`src/rtl/shifter_pkg.sv`:
```
// Shared types for the pipelined barrel shifter.
// Mode encoding and the shift-direction helper.
package shifter_pkg;

    typedef enum logic [2:0] {
        SLL  = 3'd0,
        SRL  = 3'd1,
        SRA  = 3'd2,
        ROL  = 3'd3,
        ROR  = 3'd4,
        PASS = 3'd5
    } shift_mode_t;

    function automatic logic is_right(input logic [2:0] mode);
        return (mode == SRL) || (mode == SRA) || (mode == ROR);
    endfunction

endpackage

```
`src/rtl/shift_stage.sv`:
```
// One combinational level of the barrel shifter.
// Shifts or rotates by 2**K when i_amt_bit is set.
module shift_stage
    import shifter_pkg::*;
#(
    parameter int N = 3,
    parameter int K = 0
) (
    input  logic [2**N-1:0] i_data,
    input  logic            i_amt_bit,
    input  logic [2:0]      i_mode,
    input  logic            i_sign,
    output logic [2**N-1:0] o_data
);

    localparam int W = 2**N;
    localparam int S = 2**K;

    logic [S-1:0] w_fill_r;
    logic [S-1:0] w_fill_l;
    logic [W-1:0] w_right;
    logic [W-1:0] w_left;
    logic         w_shift;

    always_comb begin
        w_fill_r = {S{i_sign & (i_mode == SRA)}};
        w_fill_l = '0;
        unique case (1'b1)
            (i_mode == ROR): w_fill_r = i_data[S-1:0];
            (i_mode == ROL): w_fill_l = i_data[W-1:W-S];
            default: ;
        endcase
        w_right = {w_fill_r, i_data[W-1:S]};
        w_left  = {i_data[W-S-1:0], w_fill_l};
        // Codes 5..7 all pass the operand through.
        w_shift = i_amt_bit && (i_mode < PASS);
        if (!w_shift)
            o_data = i_data;
        else if (is_right(i_mode))
            o_data = w_right;
        else
            o_data = w_left;
    end

endmodule

```
`src/rtl/pipelined_barrel_shifter.sv`:
```
// Barrel shifter with one register stage per shift level
// and a single global advance enable (requires N >= 2).
module pipelined_barrel_shifter
    import shifter_pkg::*;
#(
    parameter int N = 3
) (
    input  logic            clk,
    input  logic            reset_n,
    input  logic            in_valid,
    output logic            in_ready,
    input  logic [2**N-1:0] a,
    input  logic [N-1:0]    amt,
    input  logic [2:0]      mode,
    output logic            out_valid,
    input  logic            out_ready,
    output logic [2**N-1:0] y
);

    localparam int W = 2**N;

    logic [W-1:0] r_data [N];
    logic [N-1:0] r_valid;
    logic [N-1:0] r_amt  [N-1];
    logic [2:0]   r_mode [N-1];
    logic [N-2:0] r_sign;

    logic [W-1:0] w_data_in  [N];
    logic [W-1:0] w_data_out [N];
    logic [N-1:0] w_amt_in   [N];
    logic [2:0]   w_mode_in  [N];
    logic         w_sign_in  [N];
    logic         w_en;

    assign w_en      = !r_valid[N-1] || out_ready;
    assign in_ready  = w_en;
    assign out_valid = r_valid[N-1];
    assign y         = r_data[N-1];

    for (genvar k = 0; k < N; k++) begin : g_stage
        if (k == 0) begin : g_first
            assign w_data_in[k] = a;
            assign w_amt_in[k]  = amt;
            assign w_mode_in[k] = mode;
            assign w_sign_in[k] = a[W-1];
        end else begin : g_next
            assign w_data_in[k] = r_data[k-1];
            assign w_amt_in[k]  = r_amt[k-1];
            assign w_mode_in[k] = r_mode[k-1];
            assign w_sign_in[k] = r_sign[k-1];
        end

        shift_stage #(
            .N(N),
            .K(k)
        ) u_stage (
            .i_data   (w_data_in[k]),
            .i_amt_bit(w_amt_in[k][0]),
            .i_mode   (w_mode_in[k]),
            .i_sign   (w_sign_in[k]),
            .o_data   (w_data_out[k])
        );
    end

    always_ff @(posedge clk or negedge reset_n) begin
        if (!reset_n) begin
            r_valid <= '0;
            r_sign  <= '0;
            for (int k = 0; k < N; k++)
                r_data[k] <= '0;
            for (int k = 0; k < N-1; k++) begin
                r_amt[k]  <= '0;
                r_mode[k] <= '0;
            end
        end else if (w_en) begin
            r_valid <= {r_valid[N-2:0], in_valid};
            // Stage 0 captures operands only on an accepted transfer.
            if (in_valid)
                r_data[0] <= w_data_out[0];
            for (int k = 1; k < N; k++)
                r_data[k] <= w_data_out[k];
            for (int k = 0; k < N-1; k++) begin
                if (k != 0 || in_valid) begin
                    r_amt[k]  <= w_amt_in[k] >> 1;
                    r_mode[k] <= w_mode_in[k];
                    r_sign[k] <= w_sign_in[k];
                end
            end
        end
    end

endmodule

```
`config.mk`:
```
export PLATFORM = sky130hd
export DESIGN_NAME = pipelined_barrel_shifter
export DESIGN_NICKNAME = d
export VERILOG_FILES = /design/src/rtl/shifter_pkg.sv /design/src/rtl/shift_stage.sv /design/src/rtl/pipelined_barrel_shifter.sv
export SDC_FILE = /design/constraint.sdc
export NUM_CORES = 1
export LEC_CHECK = 0
export BUFFER_PORTS_ARGS = -buffer_cell sky130_fd_sc_hd__buf_2
export CELL_PAD_IN_SITES_DETAIL_PLACEMENT = 2
export CELL_PAD_IN_SITES_GLOBAL_PLACEMENT = 2
export CORE_ASPECT_RATIO = 2
export CORE_MARGIN = 10
export CORE_UTILIZATION = 35
export CTS_CLUSTER_DIAMETER = 30
export DETAILED_ROUTE_END_ITERATION = 10
export PLACE_DENSITY_LB_ADDON = 0.1
export SLEW_MARGIN = 10
export SYNTH_ARGS = -nofsm -noshare
export SYNTH_HDL_FRONTEND = slang
export SYNTH_SLANG_ARGS = --single-unit
```
`constraint.sdc`:
```
create_clock -name clk -period 1.8 [get_ports clk]
set_clock_uncertainty 0.05 [all_clocks]
set_input_delay 0.27 -clock clk [delete_from_list [all_inputs] [get_ports clk]]
set_output_delay 0.27 -clock clk [all_outputs]
set_load 0.02 [all_outputs]
```
==> impl_metrics.ini, run 1 <==
[drt]
dr_wl_met3_um = 141
viasPerCell = 5.67
wirelength_mm = 7.70
post_drt_wl_per_cell_um = 20.1
top_layer = met4
firstDrtPassIters = 5
first_iter_violations = 68
final_antenna_net_count = 0
wl_met1_mm = 2.38
wl_met2_mm = 4.89
drc = 0
vias = 2177

[clocking]
cts_max_level = 2
cts_root_buf = clkbuf_16
clk_pin_slew_ns = 0.06
cts_tree = built
cts_inserted_buffers = 5
cts.sinks = 38
clk_latency_ns = 0.28
clk_path_buf_depth = 2

[placement]
placed_cell_area_um2 = 2610
portBuffers = 27
dpl.hpwl_mm = 6.17
gp_congestion = 0.786

[floorplanning]
fp.dieH_um = 134
coreArea_um2 = 6310
die_w_um = 76.9
start_util_pct = 36.0
die-area_um2 = 10300
rows = 41
io_pins = 28

[yosys]
synth_area_um2 = 2270
synth_flop_cell = dfrtp_1
synth.net_count = 277
yosysWarningCount = 0
ys_ff_latch = 38
yosysSeqAreaShare_pct = 41.9
synth_edf_count = 0
avgSynthCellArea_um2 = 8.76
postSynthCellCount = 259
yosysUniqueCellTypes = 38
synthArstFlopShare_pct = 100

[critical_path]
start_kind = register
crit_required_ns = 1.91
crit_path_max_fanout = 6
cp_data_arrival_time_ns = 1.80
crit_path_end_kind = register
crit_type = register to register
rr_worst_depth = 5

[timing]
layout_worst_path_cycle_share_pct = 93.8
drv_slew = 0
setup_violations = 0
fin_crit_ns = 1.69
maxSlewHeadroom_pct = 67.8
max_freq_mhz = 592
tightest_slew_ns = 0.482
hold_viol_final = 0

[global_routing]
antenna_found_initial = 0
grt_max_degree = 24
grt_pass1_vias = 2563
overflow = 0
grt_pass1_wl_mm = 12.9
track_usage_pct = 15.8

[finish]
antennaDiodeCount = 0
syn2layout_area_growth_pct = 22.3
final_area_um2 = 2770
nets = 315
utilization_pct = 44.0
layout_common_cells = dfrtp_1 (38), nand2_1 (35), buf_2 (27)
layout_commonest_cell = dfrtp_1
final_layout_size_suffix_gt1_share_pct = 25.8

[power_and_ir_drop]
power.total_mw = 4.22
ir_drop_mv = 0.492
power_density_nw_per_um2 = 1520
cellLeakagePower_nw = 1.23

[status]
status = completed

[run]
cap_violations = 0

[worst_hold_path]
min_path_type = primary input to register
min_path_cells = 2
final cells by class:
type / instances / area (um2)
Clock buffer: 7 / 143
Clock inverter: 1 / 5.00
Fill cell: 741 / 3540
Inverter: 4 / 15.0
Multi-Input combinational cell: 199 / 1240
Sequential cell: 38 / 951
Tap cell: 86 / 108
Timing Repair Buffer: 49 / 315
synth_stat cells (2+ instances only):
cell type	count	share of area, %
a21oi_1	26	5.7
nand2_1	35	5.8
nor2_1	22	3.6
clkbuf_1	11	1.8
o31ai_1	8	2.6
o22ai_1	3	0.83
a22o_1	7	2.7
clkbuf_2	2	0.44
nand3b_1	3	0.99
dfrtp_1	38	42
nor2b_1	3	0.83
buf_2	4	0.88
o21ai_0	16	3.5
or3b_2	2	0.77
o211ai_1	3	0.99
nor3_1	8	1.8
nand2b_1	8	2.2
mux2_1	6	3.0
o21ai_1	6	1.3
a222oi_1	6	2.6
a221oi_1	8	3.1
a31o_2	2	0.77
mux2_2	10	5.0
or2_2	3	0.83
a21o_1	4	1.3
inv_1	3	0.50
power by group:
group / switching, mW / internal [mW]
sequential: 0.364 / 1.19
combinational: 0.981 / 0.800
clock: 0.343 / 0.549
cells by family (layout without fill, tap and decap cells):
group                     count (synthesis)  after routing  share of synthesized area [%]
buffers and inverters                    22             61                           3.97
and+or+nand+nor                          89             89                           18.4
muxes                                    16             16                           7.94
xor gates and xnor gates                  2              2                           1.10
AOI/OAI and AO/OA                        92             92                           26.7
DFF                                      38             38                           41.9
worst max-delay path, stage by stage, from the launching register on:
cell and delay, ns:
dfrtp_1 0.46, xnor2_2 0.19, buf_4 0.16, mux2_2 0.35, a221oi_1 0.28, nor3_1 0.08
registers in the layout (all words and copies together) (netlist names):
name / flops
y: 8
r_valid: 3
r_amt: 3
r_sign: 2
r_mode: 6
r_data: 16
worst paths after layout:
path	start	endpoint	slack, ns
min in group asynchronous	reset_n	y[0]$_DFFE_PN0N_	0.44
worst max register to register	r_mode[4]$_DFFE_PN0P_	r_data[12]$_DFFE_PN0N_	0.11
worst min-delay path	amt[1]	r_amt[3]$_DFFE_PN0P_	0.17
worst max-delay path	r_mode[4]$_DFFE_PN0P_	r_data[12]$_DFFE_PN0N_	0.11
worst min register to register	r_valid[1]$_DFFE_PN0N_	r_valid[2]$_DFFE_PN0N_	0.42
max in group asynchronous	reset_n	y[6]$_DFFE_PN0N_	0.79
what timing repair did:
action	4_1_cts	5_1_grt
buffers inserted	0	0
gates resized for setup	0	2
setup endpoints to repair	0	1
hold buffers	1	0
endpoints found under the hold margin	18	0
per-stage QoR:
stage | TNS, ns | instances | worst slack [ns] | hold slack (ns)
4_1_cts | 0 | 384 | 0.102 | 0.168
3_3_place_gp | 0 | 375 | 0.178 | 0.194
3_5_place_dp | 0 | 375 | 0.115 | 0.204
5_1_grt | -0.00323 | 384 | -0.00323 | 0.165
2_1_floorplan | 0 | 259 | 0.156 | -0.0756
6_report | 0 | 384 | 0.111 | 0.172
routing by layer:
layer  GRT usage, %  vias up
met3           2.28       16
met4           9.15        0
met2           34.0       38
met1           12.1     1101
li1               -     1022
met5              0        -
(Power assumes the default switching activity.)
==> run 2: changes to the inputs <==
--- a/config.mk
+++ b/config.mk
@@ -14,6 +14,7 @@
 export CTS_CLUSTER_DIAMETER = 30
 export DETAILED_ROUTE_END_ITERATION = 10
 export PLACE_DENSITY_LB_ADDON = 0.1
+export REMOVE_ABC_BUFFERS = 1
 export SLEW_MARGIN = 10
 export SYNTH_ARGS = -nofsm -noshare
 export SYNTH_HDL_FRONTEND = slang
==> run 2 against run 1 <==
Net effect: the flow now finishes with violations (hold timing); first-iteration DRC count rose by 75%; total power rose by 0.91%; routed wire length rose by 0.95%; clock-buffer cell count did not move; largest cell class unchanged.
==> impl_metrics.ini, run 2 (synthesized netlist as in run 1, its figures left out) <==
[timing]
finalSetupTns_ns = 0
maxSlewHeadroom_pct = 65.7
drv_slew = 0
max_freq_mhz = 585
tightest_slew_ns = 0.515
fin_crit_ns = 1.71
layout_worst_path_cycle_share_pct = 94.9
fin_hold_ws_ns = -0.0125
hold_viol_final = 21
rsz0062_at_grt = false
setup_violations = 0

[placement]
dpl.hpwl_mm = 5.87
gp_congestion = 0.785
portBuffers = 27
placed_cells = 376

[finish]
regMostFlops = r_data
instances_no_fill = 384
syn2layout_area_growth_pct = 21.6
layout_commonest_cell = dfrtp_1
multi_input_area_um2 = 1240
fill_cells = 731
register_area_um2 = 951
final_layout_size_suffix_gt1_share_pct = 26.2
nets = 315
antennaDiodeCount = 0
layout_common_cells = dfrtp_1 (38), nand2_1 (35), buf_2 (27)
largest_register_ffs = 16

[drt]
viasPerCell = 5.66
wirelength_mm = 7.78
firstDrtPassIters = 5
post_drt_wl_per_cell_um = 20.3
wl_met1_mm = 2.63
first_iter_violations = 119
drc = 0
final_antenna_net_count = 0
dr_wl_met3_um = 136
wl_met2_mm = 4.87
vias = 2172
top_layer = met4

[power_and_ir_drop]
ir_drop_mv = 0.560
cellLeakagePower_nw = 1.23
power_density_nw_per_um2 = 1550

[clocking]
cts_inserted_buffers = 5
clk_latency_ns = 0.28
cts_max_level = 2
cts_tree = built
hold_buffers = 0
cts.sinks = 38
clk_pin_slew_ns = 0.06
cts_root_buf = clkbuf_16
clk_path_buf_depth = 2

[global_routing]
overflow = 0
grt_max_degree = 39
grt_pass1_wl_mm = 13.1
grt_pass1_vias = 2527
track_usage_pct = 15.8
antenna_found_initial = 0

[status]
failed_checks = hold timing
status = finished with violations

[floorplanning]
coreArea_um2 = 6310
io_pins = 28
die_w_um = 76.9
start_util_pct = 36.0
fp.dieH_um = 134
rows = 41
die-area_um2 = 10300

[critical_path]
crit_required_ns = 1.92
start_kind = register
crit_type = register to register
crit_path_max_fanout = 7
cp_data_arrival_time_ns = 1.83
crit_path_end_kind = register

[run]
cap_violations = 0

[worst_hold_path]
min_path_type = primary input to asynchronous set/reset pin
-- run 2: worst paths after layout --
| kind | to | start | slack (ns) | cells past startpoint |
|---|---|---|---|---|
| worst max-delay path | y[7]$_DFFE_PN0N_ | r_mode[0]$_DFFE_PN0N_ | 0.09 | 4 |
| worst min-delay path | y[1]$_DFFE_PN0N_ | reset_n | -0.01 | 2 |
| worst max register to register | y[7]$_DFFE_PN0N_ | r_mode[0]$_DFFE_PN0N_ | 0.09 | 4 |
| worst min register to register | r_valid[1]$_DFFE_PN0N_ | r_valid[1]$_DFFE_PN0N_ | 0.43 | 2 |
| max in group asynchronous | r_data[20]$_DFFE_PN0P_ | reset_n | 1.35 | 2 |
| min in group clk | r_amt[3]$_DFFE_PN0P_ | amt[1] | 0.17 | 2 |
-- run 2: area by class of cell --
type	instances	area share, %
inverters	4	0.544
multi-input cells	199	44.8
clock buffers	7	5.17
well taps	86	3.90
repair buffers	49	10.9
clock inverters	1	0.181
flip-flops and latches	38	34.5
-- run 2: metal layers --
metal  GRT usage (%)  vias up
li1                -     1023
met1            13.6     1117
met2            33.7       26
met3            1.87        6
met4            6.55        0
met5               0        -
-- run 2: worst max-delay path, stage by stage (launching register included) --
cell and delay [ns]:
dfrtp_1 0.44, or3b_2 0.52, a21oi_1 0.24, o21ai_0 0.15, a22o_1 0.20
-- run 2: power by group --
part	switching, mW	internal [mW]
Sequential	0.326	1.19
Combinational	1.04	0.818
Clock	0.341	0.549
Total	1.71	2.55
-- run 2: repair_timing --
action / 4_1_cts / 5_1_grt
setup endpoints to repair: 0 / 1
endpoints found under the hold margin: 0 / 0
buffers inserted: 0 / 0
resized for setup: 0 / 1
-- run 2: per-stage QoR --
| stage | area, um2 | power, mW | setup WS, ns | util [%] |
|---|---|---|---|---|
| after detailed placement | 2600 | 3.37 | 0.0599 | 41.3 |
| final | 2760 | 4.26 | 0.0912 | 43.7 |
| after floorplan | 2190 | 2.56 | -1.41 | - |
| after global placement | 2600 | 3.27 | 0.109 | 41.3 |
| after CTS | 2750 | 4.32 | 0.0605 | 43.6 |
| after global routing | 2760 | 4.58 | 0.0214 | 43.7 |
==> run 3: changes to the inputs <==
--- a/config.mk
+++ b/config.mk
@@ -10,7 +10,7 @@
 export CELL_PAD_IN_SITES_GLOBAL_PLACEMENT = 2
 export CORE_ASPECT_RATIO = 2
 export CORE_MARGIN = 10
-export CORE_UTILIZATION = 35
+export CORE_UTILIZATION = 39
 export CTS_CLUSTER_DIAMETER = 30
 export DETAILED_ROUTE_END_ITERATION = 10
 export PLACE_DENSITY_LB_ADDON = 0.1
@@ -18,4 +18,5 @@
 export SLEW_MARGIN = 10
 export SYNTH_ARGS = -nofsm -noshare
 export SYNTH_HDL_FRONTEND = slang
+export SYNTH_HIERARCHICAL = 1
 export SYNTH_SLANG_ARGS = --single-unit
==> run 3 against run 2 <==
Net effect: the run now ends clean; sequential share of layout area is 0.94 points lower; clock-buffer cell count is 1 lower; via count is 13% lower; hold slack better by 0.18 ns; first-iteration DRC count is 29% lower; total power is 15% higher; non-clock buffer count is 6 lower; critical path depth stayed put; register-to-register slack hardly changed; largest cell class unchanged; highest routed layer unchanged.
==> impl_metrics.ini, run 3 <==
[status]
status = completed

[yosys]
ys_ff_latch = 38
synth_edf_count = 0
postSynthCellCount = 222
synth_flop_cell = dfrtp_1
yosysUniqueCellTypes = 42
synth_area_um2 = 2480
synth_area_leaders = dfrtp_1 (38%), mux2_2 (12%), mux2_4 (6.0%)
yosysWarningCount = 6
yosysTopAreaCellShare_pct = 38.3
yosysSeqAreaShare_pct = 38.3
synthArstFlopShare_pct = 100
synth.largest_area_cell = dfrtp_1
yosysMostFrequentCell = dfrtp_1
avgSynthCellArea_um2 = 11.2
synthTopCellsByCount = dfrtp_1 (38), mux2_2 (27), o21ai_0 (20)

[critical_path]
crit_required_ns = 1.92
timing.rr.end = y[0]$_DFFE_PN0P_
crit_type = register to register
start_kind = register
crit_path_end_kind = register
crit_path_max_fanout = 6
worstReg2RegStart = r_mode[1]$_DFFE_PN0P_
rr_worst_depth = 4
cp_data_arrival_time_ns = 1.81
regToRegSetupSlack_ns = 0.11

[worst_hold_path]
hold_end = r_amt[4]$_DFFE_PN0P_
min_path_type = primary input to register
min_path_cells = 2
worstHoldStart = amt[2]

[drt]
final_antenna_net_count = 0
drc = 0
wirelength_mm = 7.23
viasPerCell = 5.65
first_iter_violations = 84
vias = 1880
post_drt_wl_per_cell_um = 21.7
firstDrtPassIters = 4

[floorplanning]
die_w_um = 76.4
rows = 41
coreArea_um2 = 6260
die-area_um2 = 10200
io_pins = 28
fp.dieH_um = 133
start_util_pct = 39.7

[finish]
nets = 264
layout_commonest_cell = dfrtp_1
syn2layout_area_growth_pct = 14.2
largest_register_ffs = 16
layout_common_cells = dfrtp_1 (38), mux2_2 (27), buf_2 (27)
final_layout_size_suffix_gt1_share_pct = 40.9
final_area_um2 = 2840
instances_no_fill = 333
register_area_um2 = 951
fill_cells = 665
regMostFlops = r_data
multi_input_area_um2 = 1290
antennaDiodeCount = 0

[clocking]
cts_root_buf = clkbuf_16
cts_tree = built
cts_max_level = 2
cts_inserted_buffers = 5
clk_pin_slew_ns = 0.06
clk_path_buf_depth = 2
clk_latency_ns = 0.29
cts.sinks = 38

[power_and_ir_drop]
cellLeakagePower_nw = 1.17
ir_drop_mv = 0.469
power.total_mw = 4.88
power_density_nw_per_um2 = 1720

[timing]
max_freq_mhz = 590
hold_viol_final = 0
layout_setup_ws_ns = 0.106
rsz0062_at_grt = false
finalSetupTns_ns = 0
drv_slew = 0
layout_worst_path_cycle_share_pct = 94.1
setup_violations = 0
tightest_slew_ns = 0.510
maxSlewHeadroom_pct = 65.9
fin_crit_ns = 1.69

[run]
cap_violations = 0

[global_routing]
grt_pass1_vias = 2211
track_usage_pct = 14.7
grt_pass1_wl_mm = 11.7
overflow = 0
grt_max_degree = 21
antenna_found_initial = 0

[placement]
placed_cell_area_um2 = 2600
dpl.hpwl_mm = 5.78
placed_cells = 322
portBuffers = 27
pre_cts_slack_ns = 0.0556
gp_congestion = 0.810
## run 3: stage by stage
stage,hold WS [ns],utilization (%)
floorplan,-0.0756,-
global placement,0.186,41.6
detailed placement,0.184,41.6
CTS,0.156,44.9
global route,0.159,45.3
finish,0.163,45.3
## run 3: worst max path at each step
stage | startpoint | end | cells after the start
after floorplan | r_mode[1]$_DFFE_PN0P_ | y[3]$_DFFE_PN0P_ | 4
after global placement | r_mode[1]$_DFFE_PN0P_ | y[3]$_DFFE_PN0P_ | 4
after detailed placement | r_mode[3]$_DFFE_PN0P_ | r_data[10]$_DFFE_PN0P_ | 5
after CTS | r_mode[3]$_DFFE_PN0P_ | r_data[8]$_DFFE_PN0P_ | 4
after global routing | r_mode[3]$_DFFE_PN0P_ | r_data[8]$_DFFE_PN0P_ | 4
final | r_mode[1]$_DFFE_PN0P_ | y[0]$_DFFE_PN0P_ | 4
## run 3: final cells by class
cell class / count / share of cell area, %
Clock buffer: 6 / 4.90
Clock inverter: 2 / 2.12
Inverter: 4 / 0.530
Multi-Input combinational cell: 154 / 45.6
Sequential cell: 38 / 33.5
Tap cell: 86 / 3.80
Timing Repair Buffer: 43 / 9.53
## run 3: logic make-up after synthesis
kind of cell | synth area share [%]
xor gates and xnor gates | 2.67
and+or+nand+nor | 9.83
buffers and inverters | 9.93
DFF | 38.3
muxes | 18.3
AOI/OAI and AO/OA | 21.0
## run 3: what timing repair did
item / 4_1_cts / 5_1_grt
setup endpoints to repair: 0 / 3
setup buffers: 0 / 2
resized for setup: 0 / 2
endpoints found under the hold margin: 16 / 0
hold buffers: 1 / 0
## run 3: worst max-delay path: stages, from the launching register on
cell and delay (ns):
dfrtp_1 0.38, or2_1 0.30, a22o_2 0.29, a221o_1 0.28, mux2_2 0.27
## run 3: per-layer routing
metal / vias up / track usage [%] / part of all wire, % / wire [um]
li1: 866 / - / - / -
met1: 967 / 10.5 / 29 / 2120
met2: 35 / 32.6 / 64 / 4660
met3: 12 / 3.39 / 3.0 / 214
met4: 0 / 6.96 / 3.3 / 235
met5: - / 0 / 0 / 0
## run 3: report_power, final
part / leakage (nW) / internal (mW) / switching, mW
clock: 0.0971 / 0.832 / 0.352
sequential: 0.437 / 1.21 / 0.434
combinational: 0.638 / 1.06 / 1.00
